File: config.mk
export PLATFORM = sky130hd
export DESIGN_NAME = keypad_entry_ctrl
export DESIGN_NICKNAME = d
export VERILOG_FILES = /design/src/rtl/keypad_entry_ctrl.sv
export SDC_FILE = /design/constraint.sdc
export NUM_CORES = 1
export LEC_CHECK = 0
export ABC_AREA = 1
export BUFFER_PORTS_ARGS = -buffer_cell sky130_fd_sc_hd__buf_2
export CAP_MARGIN = 30
export CORE_ASPECT_RATIO = 0.6
export CORE_UTILIZATION = 49
export DETAILED_ROUTE_END_ITERATION = 7
export PLACE_DENSITY = 0.7
export SKIP_LAST_GASP = 1
export SLEW_MARGIN = 30
export SYNTH_ARGS = -nofsm -noshare
export SYNTH_HDL_FRONTEND = slang
export SYNTH_SLANG_ARGS = --single-unit
File: constraint.sdc
create_clock -name clk -period 2.52 [get_ports clk]
set_clock_uncertainty 0.15 [all_clocks]
set_input_delay 0.63 -clock clk [delete_from_list [all_inputs] [get_ports clk]]
set_output_delay 0.63 -clock clk [all_outputs]
set_load 0.02 [all_outputs]
File: src/rtl/keypad_entry_ctrl.sv
// keypad_entry_ctrl: scan-strobe prescaler plus multi-digit BCD entry
// collector for a 3x4 keypad scanner, with backspace (*), enter (#) and a
// valid/ready hand-off of the completed entry.
module keypad_entry_ctrl #(
  parameter int unsigned SCAN_DIV = 12,
  parameter int unsigned DIGITS   = 4
) (
  input  logic                  clk,
  input  logic                  rst,
  output logic                  scan_en,
  input  logic [9:0]            numbers,
  input  logic                  asterisk,
  input  logic                  hash,
  output logic [4*DIGITS-1:0]   entry_bcd,
  output logic [3:0]            entry_len,
  output logic                  entry_valid,
  input  logic                  entry_ready,
  output logic                  key_pulse,
  output logic                  overflow
);

  localparam logic [0:0] ST_COLLECT = 1'b0;
  localparam logic [0:0] ST_OFFER   = 1'b1;

  logic [15:0]          r_cnt;
  logic                 r_scan_en;
  logic [11:0]          r_prev;
  logic [0:0]           r_state;
  logic [4*DIGITS-1:0]  r_bcd;
  logic [3:0]           r_len;
  logic                 r_valid;
  logic                 r_key_pulse;
  logic                 r_overflow;

  logic [11:0]          w_keys;
  logic                 w_press;
  logic                 w_is_digit;
  logic [3:0]           w_digit;
  logic [4*DIGITS-1:0]  w_shl;
  logic [4*DIGITS-1:0]  w_shr;

  // Free-running scan prescaler; strobe is registered off the wrap count
  always_ff @(posedge clk or posedge rst) begin
    if (rst) begin
      r_cnt     <= '0;
      r_scan_en <= 1'b0;
    end else if (r_cnt == 16'(SCAN_DIV - 1)) begin
      r_cnt     <= '0;
      r_scan_en <= 1'b1;
    end else begin
      r_cnt     <= r_cnt + 16'd1;
      r_scan_en <= 1'b0;
    end
  end

  // Press detection: exactly one key high and that key was low last cycle
  always_comb begin
    w_keys     = {hash, asterisk, numbers};
    w_press    = $onehot(w_keys) && ((w_keys & ~r_prev) != '0);
    w_is_digit = |numbers;
    w_digit    = '0;
    for (int unsigned i = 0; i < 10; i++) begin
      if (numbers[i]) w_digit = 4'(i);
    end
    w_shl = (r_bcd << 4) | (4*DIGITS)'(w_digit);
    w_shr = r_bcd >> 4;
  end

  // Entry state machine: collect digits, then hold the entry until accepted
  always_ff @(posedge clk or posedge rst) begin
    if (rst) begin
      r_prev      <= '1;
      r_state     <= ST_COLLECT;
      r_bcd       <= '0;
      r_len       <= '0;
      r_valid     <= 1'b0;
      r_key_pulse <= 1'b0;
      r_overflow  <= 1'b0;
    end else begin
      r_prev      <= w_keys;
      r_key_pulse <= 1'b0;
      r_overflow  <= 1'b0;
      case (r_state)
        ST_COLLECT: begin
          if (w_press) begin
            if (w_is_digit) begin
              r_key_pulse <= 1'b1;
              if (r_len < 4'(DIGITS)) begin
                r_bcd <= w_shl;
                r_len <= r_len + 4'd1;
              end else begin
                r_overflow <= 1'b1;
              end
            end else if (asterisk) begin
              if (r_len != '0) begin
                r_bcd       <= w_shr;
                r_len       <= r_len - 4'd1;
                r_key_pulse <= 1'b1;
              end
            end else begin
              if (r_len != '0) begin
                r_state     <= ST_OFFER;
                r_valid     <= 1'b1;
                r_key_pulse <= 1'b1;
              end
            end
          end
        end
        ST_OFFER: begin
          if (r_valid && entry_ready) begin
            r_state <= ST_COLLECT;
            r_bcd   <= '0;
            r_len   <= '0;
            r_valid <= 1'b0;
          end
        end
        default: r_state <= ST_COLLECT;
      endcase
    end
  end

  assign scan_en     = r_scan_en;
  assign entry_bcd   = r_bcd;
  assign entry_len   = r_len;
  assign entry_valid = r_valid;
  assign key_pulse   = r_key_pulse;
  assign overflow    = r_overflow;

endmodule

==> results.tsv, run 1 <==
stage	metric	value	unit
status	status	complete, but fails checks	
status	violations	setup timing	
worst_setup_path	reg2reg_from	entry_len[2]$_DFFE_PP0P_	
layout	layout.nets	466	
layout	final_core_util	62.49	%
layout	layout_common_cells	nand2_1 (117), inv_1 (61), dfrtp_1 (41)	
cts	cts_max_level	2	
layout	fin_area	3596	sq um
drt	drtPass1Iterations	4	
global_route	met1_usage	33.24	%
worst_setup_path	worstReg2RegEnd	entry_bcd[1]$_DFFE_PP0P_	
power_and_ir_drop	power_density	820.8	nW/um^2
min_path	min_to	r_prev[4]$_DFF_PP1_	
drt	wl_per_cell	12.09	um
global_route	first_global_vias	2279	
global_route	met2_usage	29.64	%
floorplanning	rows	21	
worst_setup_path	crit_required	2.58	ns
sta	fin_crit	4.397	ns
floorplanning	ios	39	
synthesis	syn-num-nets	404	
worst_setup_path	start_kind	input pin	
sta	rsz0062_at_grt	true	
synthesis	synth-compound-area-share	3.639	%
worst_setup_path	crit_chain	buf_6, fa_1, fa_1, inv_1, fa_1, fa_1, inv_1, ha_2, inv_2, fa_1, nand2_1, nor2_1, o21ai_1, nor2_2, nand3_2, nand2_4, nand2_8, nand2_1, nand2_1	
min_path	min_path_type	in2reg	
global_route	grt_pass1_wl	10700	um
min_path	hold_start	numbers[4]	
sta	max_freq	0.2274	GHz
cts	cts-root-buf	clkbuf_8	
worst_setup_path	path_max_fanout	20	
worst_setup_path	crit_path_max_incr_delay	0.53	ns
drt	via_per_inst	4.713	
placement	place_area	3451	sq um
synthesis	synth_top_family_by_area	simple AND/OR/NAND/NOR gates	
cts	clock_sinks	53	
worst_setup_path	cp_slowest_cell	fa_1	
placement	pre_cts_ws	-2.245	ns
power_and_ir_drop	leakagePower	2.014	nW
min_path	worstHoldPathCells	1	
worst_setup_path	reg2regPathDepth	9	
synthesis	syn_inst	373	
layout	drive_above_1_share	27.29	%
power_and_ir_drop	ir_drop	0.4808	mV
layout	mostFrequentLayoutCell	nand2_1	
synthesis	ys_types	31	
drt	drcViolationCount	0	
layout	area_growth_syn_to_layout	18.86	%
synthesis	synth_ff_type	dfrtp_1	
global_route	grt_max_degree	54	
synthesis	async_flop_share	100.0	%
worst_setup_path	worstPathArrival	4.46	ns
floorplanning	die_h	62.87	um
placement	gp_congestion	0.8474	
worst_setup_path	critPathTopFamily	adder cells	
cts	clk_pin_slew	0.10	ns
worst_setup_path	worstSetupPathType	in2reg	
power_and_ir_drop	finalPower	0.002952	W
sta	setup_tns	-43.84	ns
worst_setup_path	end_kind	register	
placement	port_buffers	38	
floorplanning	die_area	6503	sq um
sta	hold_viol	0	
drt	ant_nets	0	
synthesis	synth_fa_ha_area_share	8.602	%
global_route	use_met3	5.481	%
synthesis	synthMuxAreaShare	0	%
global_route	grt_use_total	21.79	%
worst_setup_path	cp_common_cell	fa_1	
cts	cts_tree	done	
cts	insertion_delay	0.32	ns
synthesis	synth_enable_flop_cells	0	
floorplanning	core	5754	sq um
cts	max-clock-path-buffers	2	
floorplanning	die_w	103.4	um
global_route	antenna_found_initial	0	
sta	post-route-period-util	174.5	%
synthesis	yosysSeqAreaShare	44.33	%
synthesis	yosysWarnings	0	
cts	cts_buffers	5	
placement	dp_hpwl	4735	um
layout	n_antenna_cell	0	
drt	routed_wl	6236	um
synthesis	synth-seq-cells	53	
worst_setup_path	rrSetupSlack	0.71	ns
drt	route.vias.total	2432	
drt	drtIter0Drc	116	
run	drv_cap	0	
sta	slew_headroom	57.08	%
synthesis	synth_xor_xnor_area_share	2.895	%
synthesis	yosys.area_share.simple	30.60	%
sta	layout_setup_ws	-1.877	ns
sta	worst_slew_pin_slew	0.6439	ns
sta	drv_slew	0	
global_route	grt-ovfl-total	0	
floorplanning	start_util	52.58	%
sta	setup_viol	24	
global_route	grt-busiest-layer	met1	
synthesis	avgSynthCellArea	8.111	sq um
worst_setup_path	crit_buf_inv	4	
synthesis	synthesis.area	3025	sq um
[layer usage]
metal / vias up / routed length (um)
met4: 0 / 115
met5: - / 0
li1: 1253 / -
met1: 1108 / 3285
met2: 59 / 2508
met3: 12 / 327
[worst reg2reg max path: cells and delay by family, from the launching register on]
kind	cells	cell delay, ns
flops	1	0.44
buf+inv	1	0.07
simple gates	8	1.07
[Yosys cell counts (all sizes together) (4+ instances only)]
cell / number / area share (%)
a21oi: 6 / 0.99
buf: 4 / 1.4
dfrtp: 41 / 34
dfstp: 12 / 10
fa: 8 / 5.3
ha: 8 / 3.3
inv: 68 / 8.4
nand2: 132 / 18
nand3: 23 / 5.1
nand4: 4 / 0.83
nor2: 34 / 5.5
nor3: 4 / 0.66
o21ai: 10 / 1.7
xor2: 8 / 2.3
[kinds of logic (layout without fill, tap and decap cells)]
| kind of cell | after synthesis | in the layout |
|---|---|---|
| AO/OA/AOI/OAI | 20 | 20 |
| adder cells (fa/ha/maj) | 16 | 16 |
| XOR/XNOR | 10 | 10 |
| AND/OR/NAND/NOR | 201 | 201 |
| flip-flops | 53 | 53 |
| buffers and inverters | 73 | 136 |
[flip-flops by register name, summed over array words and instances, names as in the netlist]
| register | flops |
|---|---|
| entry_valid | 1 |
| entry_bcd | 16 |
| scan_en | 1 |
| overflow | 1 |
| key_pulse | 1 |
| r_prev | 12 |
| r_state | 1 |
| r_cnt | 16 |
| entry_len | 4 |
[area by class of cell]
cell class                      count  area [sq um]
Clock buffer                        6         72.57
Clock inverter                      2         15.01
Fill cell                         503          2158
Inverter                           68         255.2
Multi-Input combinational cell    247          1424
Sequential cell                    53          1341
Tap cell                           80         100.1
Timing Repair Buffer               60         387.9
[through the flow]
stage / instances / hold WS (ns)
after floorplan: 373 / 0.2829
after global placement: 507 / 0.3007
after detailed placement: 507 / 0.3066
after CTS: 516 / 0.2787
after global routing: 516 / 0.2758
final: 516 / 0.2835
[repair_timing]
item	CTS	global route
cloned	0	0
hold buffers	0	0
buffers inserted	1	1
gates resized for setup	9	5
pin swaps	0	0
setup endpoints to repair	24	24
[power by group]
group	switching (W)	leakage, nW	internal, W
clock	0.000296	0.0374	0.000196
sequential	0.000127	0.677	0.000997
combinational	0.000822	1.30	0.000514
[worst max-delay path by stage]
| stage | cells after the start | endpoint | start | slack (ns) |
|---|---|---|---|---|
| after global routing | 19 | entry_len[1]$_DFFE_PP0P_ | numbers[0] | -2.09 |
| final | 19 | entry_bcd[1]$_DFFE_PP0P_ | numbers[0] | -1.88 |
| after floorplan | 19 | entry_bcd[0]$_DFFE_PP0P_ | numbers[0] | -1.90 |
| after global placement | 19 | entry_len[0]$_DFFE_PP0P_ | numbers[0] | -2.16 |
| after detailed placement | 19 | entry_len[2]$_DFFE_PP0P_ | numbers[0] | -2.24 |
| after CTS | 19 | entry_bcd[2]$_DFFE_PP0P_ | numbers[0] | -1.82 |
No activity file was read; power rests on OpenSTA's default activity.
==> inputs of run 2 (changes only) <==
Settings changed: SETUP_SLACK_MARGIN set to 0.1.
Clock period 2.52 ns to 4.7 ns, I/O delays scaled along.
==> run 2 against run 1 <==
- the flow still finishes with violations (setup timing)
- clock-buffer cell count decreased by 1
- highest routed layer unchanged
- routed wire length decreased by 1.3%
- non-clock buffer count decreased by 6
- first-iteration DRC count decreased by 37%
- global-route usage increased by 0.44 points
- via count decreased by 1.5%
- register-to-register slack improved by 2.1 ns
- critical path depth unchanged
- sequential power decreased by 46%
- sequential share of layout area increased by 0.17 points
- utilization decreased by 0.28 points
- total power decreased by 45%
==> results.tsv, run 2 (same netlist as run 1, synthesis figures left out) <==
stage	metric	value	unit	change
worst_setup_path	start_kind	input pin		unchanged
floorplanning	ios	39		unchanged
power_and_ir_drop	ir_drop	0.2303	mV	was 0.4808 mV
layout	layout.nets	460		was 466
cts	max-clock-path-buffers	2		unchanged
global_route	grt_use_total	22.23	%	was 21.79%
power_and_ir_drop	power_density	450.3	nW/um^2	was 820.8 nW/um^2
status	violations	setup timing		unchanged
drt	wl_per_cell	12.06	um	was 12.09 um
worst_setup_path	worstSetupPathType	in2reg		unchanged
placement	dp_hpwl	4685	um	was 4735 um
run	drv_cap	0		unchanged
power_and_ir_drop	leakagePower	1.997	nW	was 2.014 nW
status	status	complete, but fails checks		unchanged
drt	routed_wl	6153	um	was 6236 um
sta	drv_slew	0		unchanged
global_route	grt_pass1_wl	10980	um	was 10700 um
drt	route.vias.total	2395		was 2432
layout	area_growth_syn_to_layout	18.32	%	was 18.86%
worst_setup_path	crit_path_start	numbers[0]		unchanged
cts	cts-root-buf	clkbuf_8		unchanged
cts	hold_buffers	0		unchanged
drt	ant_nets	0		unchanged
cts	cts_max_level	2		unchanged
worst_setup_path	reg2reg_from	entry_len[3]$_DFFE_PP0P_		was entry_len[2]$_DFFE_PP0P_
sta	setup_viol	22		was 24
layout	drive_above_1_share	26.28	%	was 27.29%
layout	n_antenna_cell	0		unchanged
min_path	hold_start	r_cnt[5]$_DFF_PP0_		was numbers[4]
worst_setup_path	end_kind	register		unchanged
global_route	grt_max_degree	34		was 54
global_route	grt-ovfl-total	0		unchanged
sta	worst_slew_pin_slew	0.6798	ns	was 0.6439 ns
sta	setup_tns	-2.800	ns	was -43.84 ns
floorplanning	die_area	6503	sq um	unchanged
cts	clk_pin_slew	0.10	ns	about the same
global_route	first_global_vias	2310		was 2279
global_route	antenna_found_initial	0		unchanged
placement	gp_congestion	0.8525		was 0.8474
worst_setup_path	path_max_fanout	5		was 20
drt	wl_met1	3299	um	was 3285 um
floorplanning	start_util	52.58	%	unchanged
sta	slew_headroom	54.62	%	was 57.08%
sta	max_freq	0.2061	GHz	
drt	drcViolationCount	0		unchanged
drt	top_layer	met4		unchanged
min_path	min_path_type	reg2reg		was in2reg
cts	cts_buffers	5		unchanged
layout	layout_common_cells	nand2_1 (117), inv_1 (61), dfrtp_1 (41)		unchanged
drt	via_per_inst	4.696		was 4.713
layout	mostFrequentLayoutCell	nand2_1		unchanged
sta	fin_crit	4.852	ns	
sta	layout_setup_ws	-0.1517	ns	was -1.877 ns
cts	insertion_delay	0.31	ns	was 0.32 ns
worst_setup_path	worstPathArrival	4.96	ns	was 4.46 ns
floorplanning	die_w	103.4	um	unchanged
sta	rsz0062_at_grt	true		unchanged
drt	wl_met3	297	um	was 327 um
layout	fillerInstances	487		was 503
cts	cts_tree	done		unchanged
cts	clock_sinks	53		unchanged
layout	final_core_util	62.21	%	was 62.49%
placement	port_buffers	38		unchanged
drt	drtPass1Iterations	4		unchanged
worst_setup_path	crit_required	4.81	ns	was 2.58 ns
sta	post-route-period-util	103.2	%	
sta	hold_viol	0		unchanged
drt	drtIter0Drc	73		was 116
drt	dr_wl_met2	2492	um	was 2508 um
floorplanning	core	5754	sq um	unchanged
floorplanning	die_h	62.87	um	unchanged
floorplanning	rows	21		unchanged
## run 2: metal layers
| layer | vias up | GRT usage [%] |
|---|---|---|
| met4 | 0 | 5.986 |
| li1 | 1238 | - |
| met2 | 52 | 30.38 |
| met1 | 1098 | 34.89 |
| met5 | - | 0 |
| met3 | 7 | 4.698 |
## run 2: worst paths after layout
path / slack (ns) / endpoint / cells after the start
setup / recovery: -0.15 / entry_bcd[13]$_DFFE_PP0P_ / 19
hold / removal: 0.32 / r_cnt[5]$_DFF_PP0_ / 1
setup reg to reg: 2.83 / entry_bcd[1]$_DFFE_PP0P_ / 9
hold reg to reg: 0.32 / r_cnt[5]$_DFF_PP0_ / 1
max in group asynchronous: 2.80 / r_prev[1]$_DFF_PP1_ / 3
min in group asynchronous: 0.80 / entry_bcd[4]$_DFFE_PP0P_ / 2
## run 2: final cells by class
| class | count | area (sq um) | share of cell area [%] |
|---|---|---|---|
| repair buffers | 54 | 346.6 | 9.682 |
| clock buffers | 5 | 68.82 | 1.922 |
| clock inverters | 3 | 25.02 | 0.6991 |
| flip-flops and latches | 53 | 1341 | 37.47 |
| inverters | 68 | 255.2 | 7.130 |
| multi-input cells | 247 | 1443 | 40.30 |
| well taps | 80 | 100.1 | 2.796 |
## run 2: stage by stage
step | std cells | total power (W) | cell area, sq um | setup slack (ns) | hold slack (ns)
floorplan | 373 | 0.001075 | 3035 | -0.2688 | 0.2829
finish | 510 | 0.001612 | 3580 | -0.1517 | 0.3205
global route | 510 | 0.001749 | 3580 | -0.3600 | 0.3445
detailed placement | 500 | 0.001283 | 3398 | -0.5942 | 0.3099
global placement | 500 | 0.001266 | 3398 | -0.5368 | 0.3009
CTS | 510 | 0.001601 | 3558 | -0.1796 | 0.3260
## run 2: power by group
part | internal (W) | leakage [nW] | switching, W | total [W]
Sequential | 0.000534 | 0.677 | 0.0000681 | 0.000602
Clock | 0.000108 | 0.0447 | 0.000161 | 0.000269
Combinational | 0.000291 | 1.28 | 0.000450 | 0.000741
## run 2: critical path: stages
cell     delay (ns)
buf_6          0.10
fa_1           0.51
fa_1           0.51
inv_1          0.04
fa_1           0.49
fa_1           0.41
inv_1          0.07
ha_2           0.17
inv_2          0.04
fa_1           0.47
nand2_1        0.05
nor2_1         0.07
o21ai_1        0.08
nor2_2         0.17
nand3_4        0.13
nand2_4        0.13
buf_4          0.16
nand3_1        0.09
nand2_1        0.09
## run 2: repair_timing
item | in CTS | in global routing
resized for setup | 12 | 5
setup buffers | 4 | 2
pin swaps | 1 | 3
endpoints found under the setup margin | 23 | 24
==> inputs of run 3 (changes only) <==
Settings changed: PLACE_DENSITY 0.7 to 0.8.
==> run 3 against run 2 <==
- the flow still finishes with violations (setup timing)
- cell area is essentially flat
- worst setup slack lost 0.054 ns
- fmax fell by 1.1%
- via count increased by 2.1%
- sequential power about the same
- cell count is 0.59% lower
- register-to-register slack lost 0.03 ns
- global-route usage up 0.16 points
- critical path type unchanged
- critical endpoint is now entry_bcd[12]$_DFFE_PP0P_
- largest power group unchanged
==> results.tsv, run 3 (same netlist as run 1, synthesis figures left out) <==
stage	metric	value	unit	change
status	status	complete, but fails checks		unchanged
status	violations	setup timing		unchanged
global_route	grt_use_total	22.39	%	was 22.23%
sta	slew_headroom	58.07	%	was 54.62%
worst_setup_path	worstPathArrival	5.02	ns	was 4.96 ns
worst_setup_path	crit_path_max_incr_delay	0.51	ns	about the same
global_route	grt_pass1_wl	11140	um	was 10980 um
sta	hold_viol	0		unchanged
drt	via_per_inst	4.824		was 4.696
global_route	grt-ovfl-total	0		unchanged
floorplanning	die_area	6503	sq um	unchanged
power_and_ir_drop	leakagePower	1.978	nW	was 1.997 nW
sta	layout_setup_ws	-0.2059	ns	was -0.1517 ns
power_and_ir_drop	clkPwrFrac	16.8	%	was 16.7%
placement	gp_congestion	0.8509		was 0.8525
global_route	antenna_found_initial	0		unchanged
layout	final_core_util	62.19	%	was 62.21%
cts	cts_tree	done		unchanged
worst_setup_path	worstSetupPathType	in2reg		unchanged
floorplanning	start_util	52.58	%	unchanged
cts	clk_pin_slew	0.11	ns	was 0.10 ns
power_and_ir_drop	comb_power_share	46.5	%	was 45.9%
floorplanning	rows	21		unchanged
floorplanning	die_h	62.87	um	unchanged
worst_setup_path	crit_chain	buf_6, fa_1, fa_1, inv_1, fa_1, fa_1, inv_2, ha_4, inv_2, fa_1, nand2_1, nor2_1, o21ai_1, nor2_2, nand3_4, nand2_8, buf_6, nand3_1, nand2_1		was buf_6, fa_1, fa_1, inv_1, fa_1, fa_1, inv_1, ha_2, inv_2, fa_1, nand2_1, nor2_1, o21ai_1, nor2_2, nand3_4, nand2_4, buf_4, nand3_1, nand2_1
drt	routed_wl	6599	um	was 6153 um
drt	drtIter0Drc	114		was 73
layout	mostFrequentLayoutCell	nand2_1		unchanged
placement	place_inst	497		was 500
sta	max_freq	0.2038	GHz	was 0.2061 GHz
power_and_ir_drop	switching_share	43.90	%	was 42.10%
layout	layout.nets	457		was 460
cts	cts-root-buf	clkbuf_8		unchanged
global_route	grt_max_degree	54		was 34
layout	layout_common_cells	nand2_1 (117), inv_1 (60), dfrtp_1 (41)		was nand2_1 (117), inv_1 (61), dfrtp_1 (41)
cts	insertion_delay	0.32	ns	was 0.31 ns
power_and_ir_drop	ir_drop	0.3369	mV	was 0.2303 mV
power_and_ir_drop	power_density	458.5	nW/um^2	was 450.3 nW/um^2
sta	post-route-period-util	104.4	%	was 103.2%
drt	route.vias.total	2446		was 2395
floorplanning	die_w	103.4	um	unchanged
cts	cts_buffers	5		unchanged
layout	area_growth_syn_to_layout	18.28	%	was 18.32%
power_and_ir_drop	p_int	0.0009204	W	was 0.0009333 W
drt	drtPass1Iterations	4		unchanged
worst_setup_path	end_kind	register		unchanged
cts	hold_buffers	0		unchanged
floorplanning	ios	39		unchanged
layout	layoutNonFillerInstCount	507		was 510
sta	drv_slew	0		unchanged
placement	port_buffers	38		unchanged
layout	n_antenna_cell	0		unchanged
global_route	first_global_vias	2442		was 2310
cts	clock_sinks	53		unchanged
drt	wl_per_cell	13.02	um	was 12.06 um
drt	ant_nets	0		unchanged
cts	cts_max_level	2		unchanged
sta	worst_slew_pin_slew	0.6290	ns	was 0.6798 ns
run	drv_cap	0		unchanged
worst_setup_path	start_kind	input pin		unchanged
power_and_ir_drop	seq_power_share	36.7	%	was 37.4%
worst_setup_path	cp_slowest_cell	fa_1		unchanged
floorplanning	core	5754	sq um	unchanged
placement	dp_hpwl	4766	um	was 4685 um
worst_setup_path	cp_common_cell	fa_1		unchanged
sta	rsz0062_at_grt	true		unchanged
cts	max-clock-path-buffers	2		unchanged
min_path	min_path_type	reg2reg		unchanged
sta	setup_viol	22		unchanged
drt	drcViolationCount	0		unchanged
power_and_ir_drop	power_switching	0.0007203	W	was 0.0006786 W
worst_setup_path	crit_required	4.82	ns	was 4.81 ns
worst_setup_path	path_max_fanout	6		was 5
sta	fin_crit	4.906	ns	was 4.852 ns
layout	drive_above_1_share	26.23	%	was 26.28%
cts	cts_setup_buffers	0		was 4
run 3: area by class of cell:
cell class	count	area [sq um]
fill	500	2176
multi-input combinational	249	1484
sequential	53	1341
timing repair buffer	49	301.5
inverter	68	257.7
tap	80	100.1
clock buffer	5	68.82
clock inverter	3	25.02
run 3: timing repair:
item                       in CTS  in global routing
setup endpoints to repair      23                 24
cloned                          1                  1
pin swaps                       3                  6
resized for setup               8                 10
run 3: routing by layer:
metal  vias up  GRT usage [%]  routed length, um
li1       1234              -                  -
met1      1133          31.45               3017
met2        75          34.69               3085
met3         4          6.935                482
met4         0          3.169                 14
met5         -              0                  0
run 3: path summary, 6_finish.rpt:
kind	start	end	slack (ns)	cells after the start
max	numbers[1]	entry_bcd[12]$_DFFE_PP0P_	-0.21	19
min in group asynchronous	rst	r_cnt[0]$_DFF_PP0_	0.78	2
min reg2reg	r_cnt[0]$_DFF_PP0_	r_cnt[0]$_DFF_PP0_	0.33	1
max reg2reg	r_cnt[0]$_DFF_PP0_	r_cnt[2]$_DFF_PP0_	2.80	5
min	r_cnt[0]$_DFF_PP0_	r_cnt[0]$_DFF_PP0_	0.33	1
max in group asynchronous	rst	entry_bcd[5]$_DFFE_PP0P_	3.19	2
run 3: power by group through the flow:
stage                     clock network, W  registers [W]  logic, W
after floorplan                          0       0.000679  0.000396
after global placement                   0       0.000607  0.000639
after detailed placement                 0       0.000608  0.000664
after CTS                         0.000280       0.000600  0.000701
after global routing              0.000302       0.000612  0.000849
final                             0.000275       0.000603  0.000762
run 3: stage by stage:
stage          cell area [sq um]  setup TNS [ns]  power [W]  worst slack (ns)  hold slack [ns]
4_1_cts                     3516          -4.619   0.001581           -0.2474           0.3281
5_1_grt                     3578          -7.214   0.001763           -0.3596           0.3419
6_report                    3578          -3.148   0.001641           -0.2059           0.3263
2_1_floorplan               3035          -5.337   0.001075           -0.2688           0.2829
3_5_place_dp                3378          -13.99   0.001271           -0.6431           0.3156
3_3_place_gp                3376          -11.52   0.001246           -0.5246           0.3025
run 3: worst max-delay path, delay by kind of cell:
family / cells / cell delay [ns]
compound gates: 1 / 0.08
fa+ha+maj: 6 / 2.54
simple gates: 7 / 0.80
buf+inv: 5 / 0.40
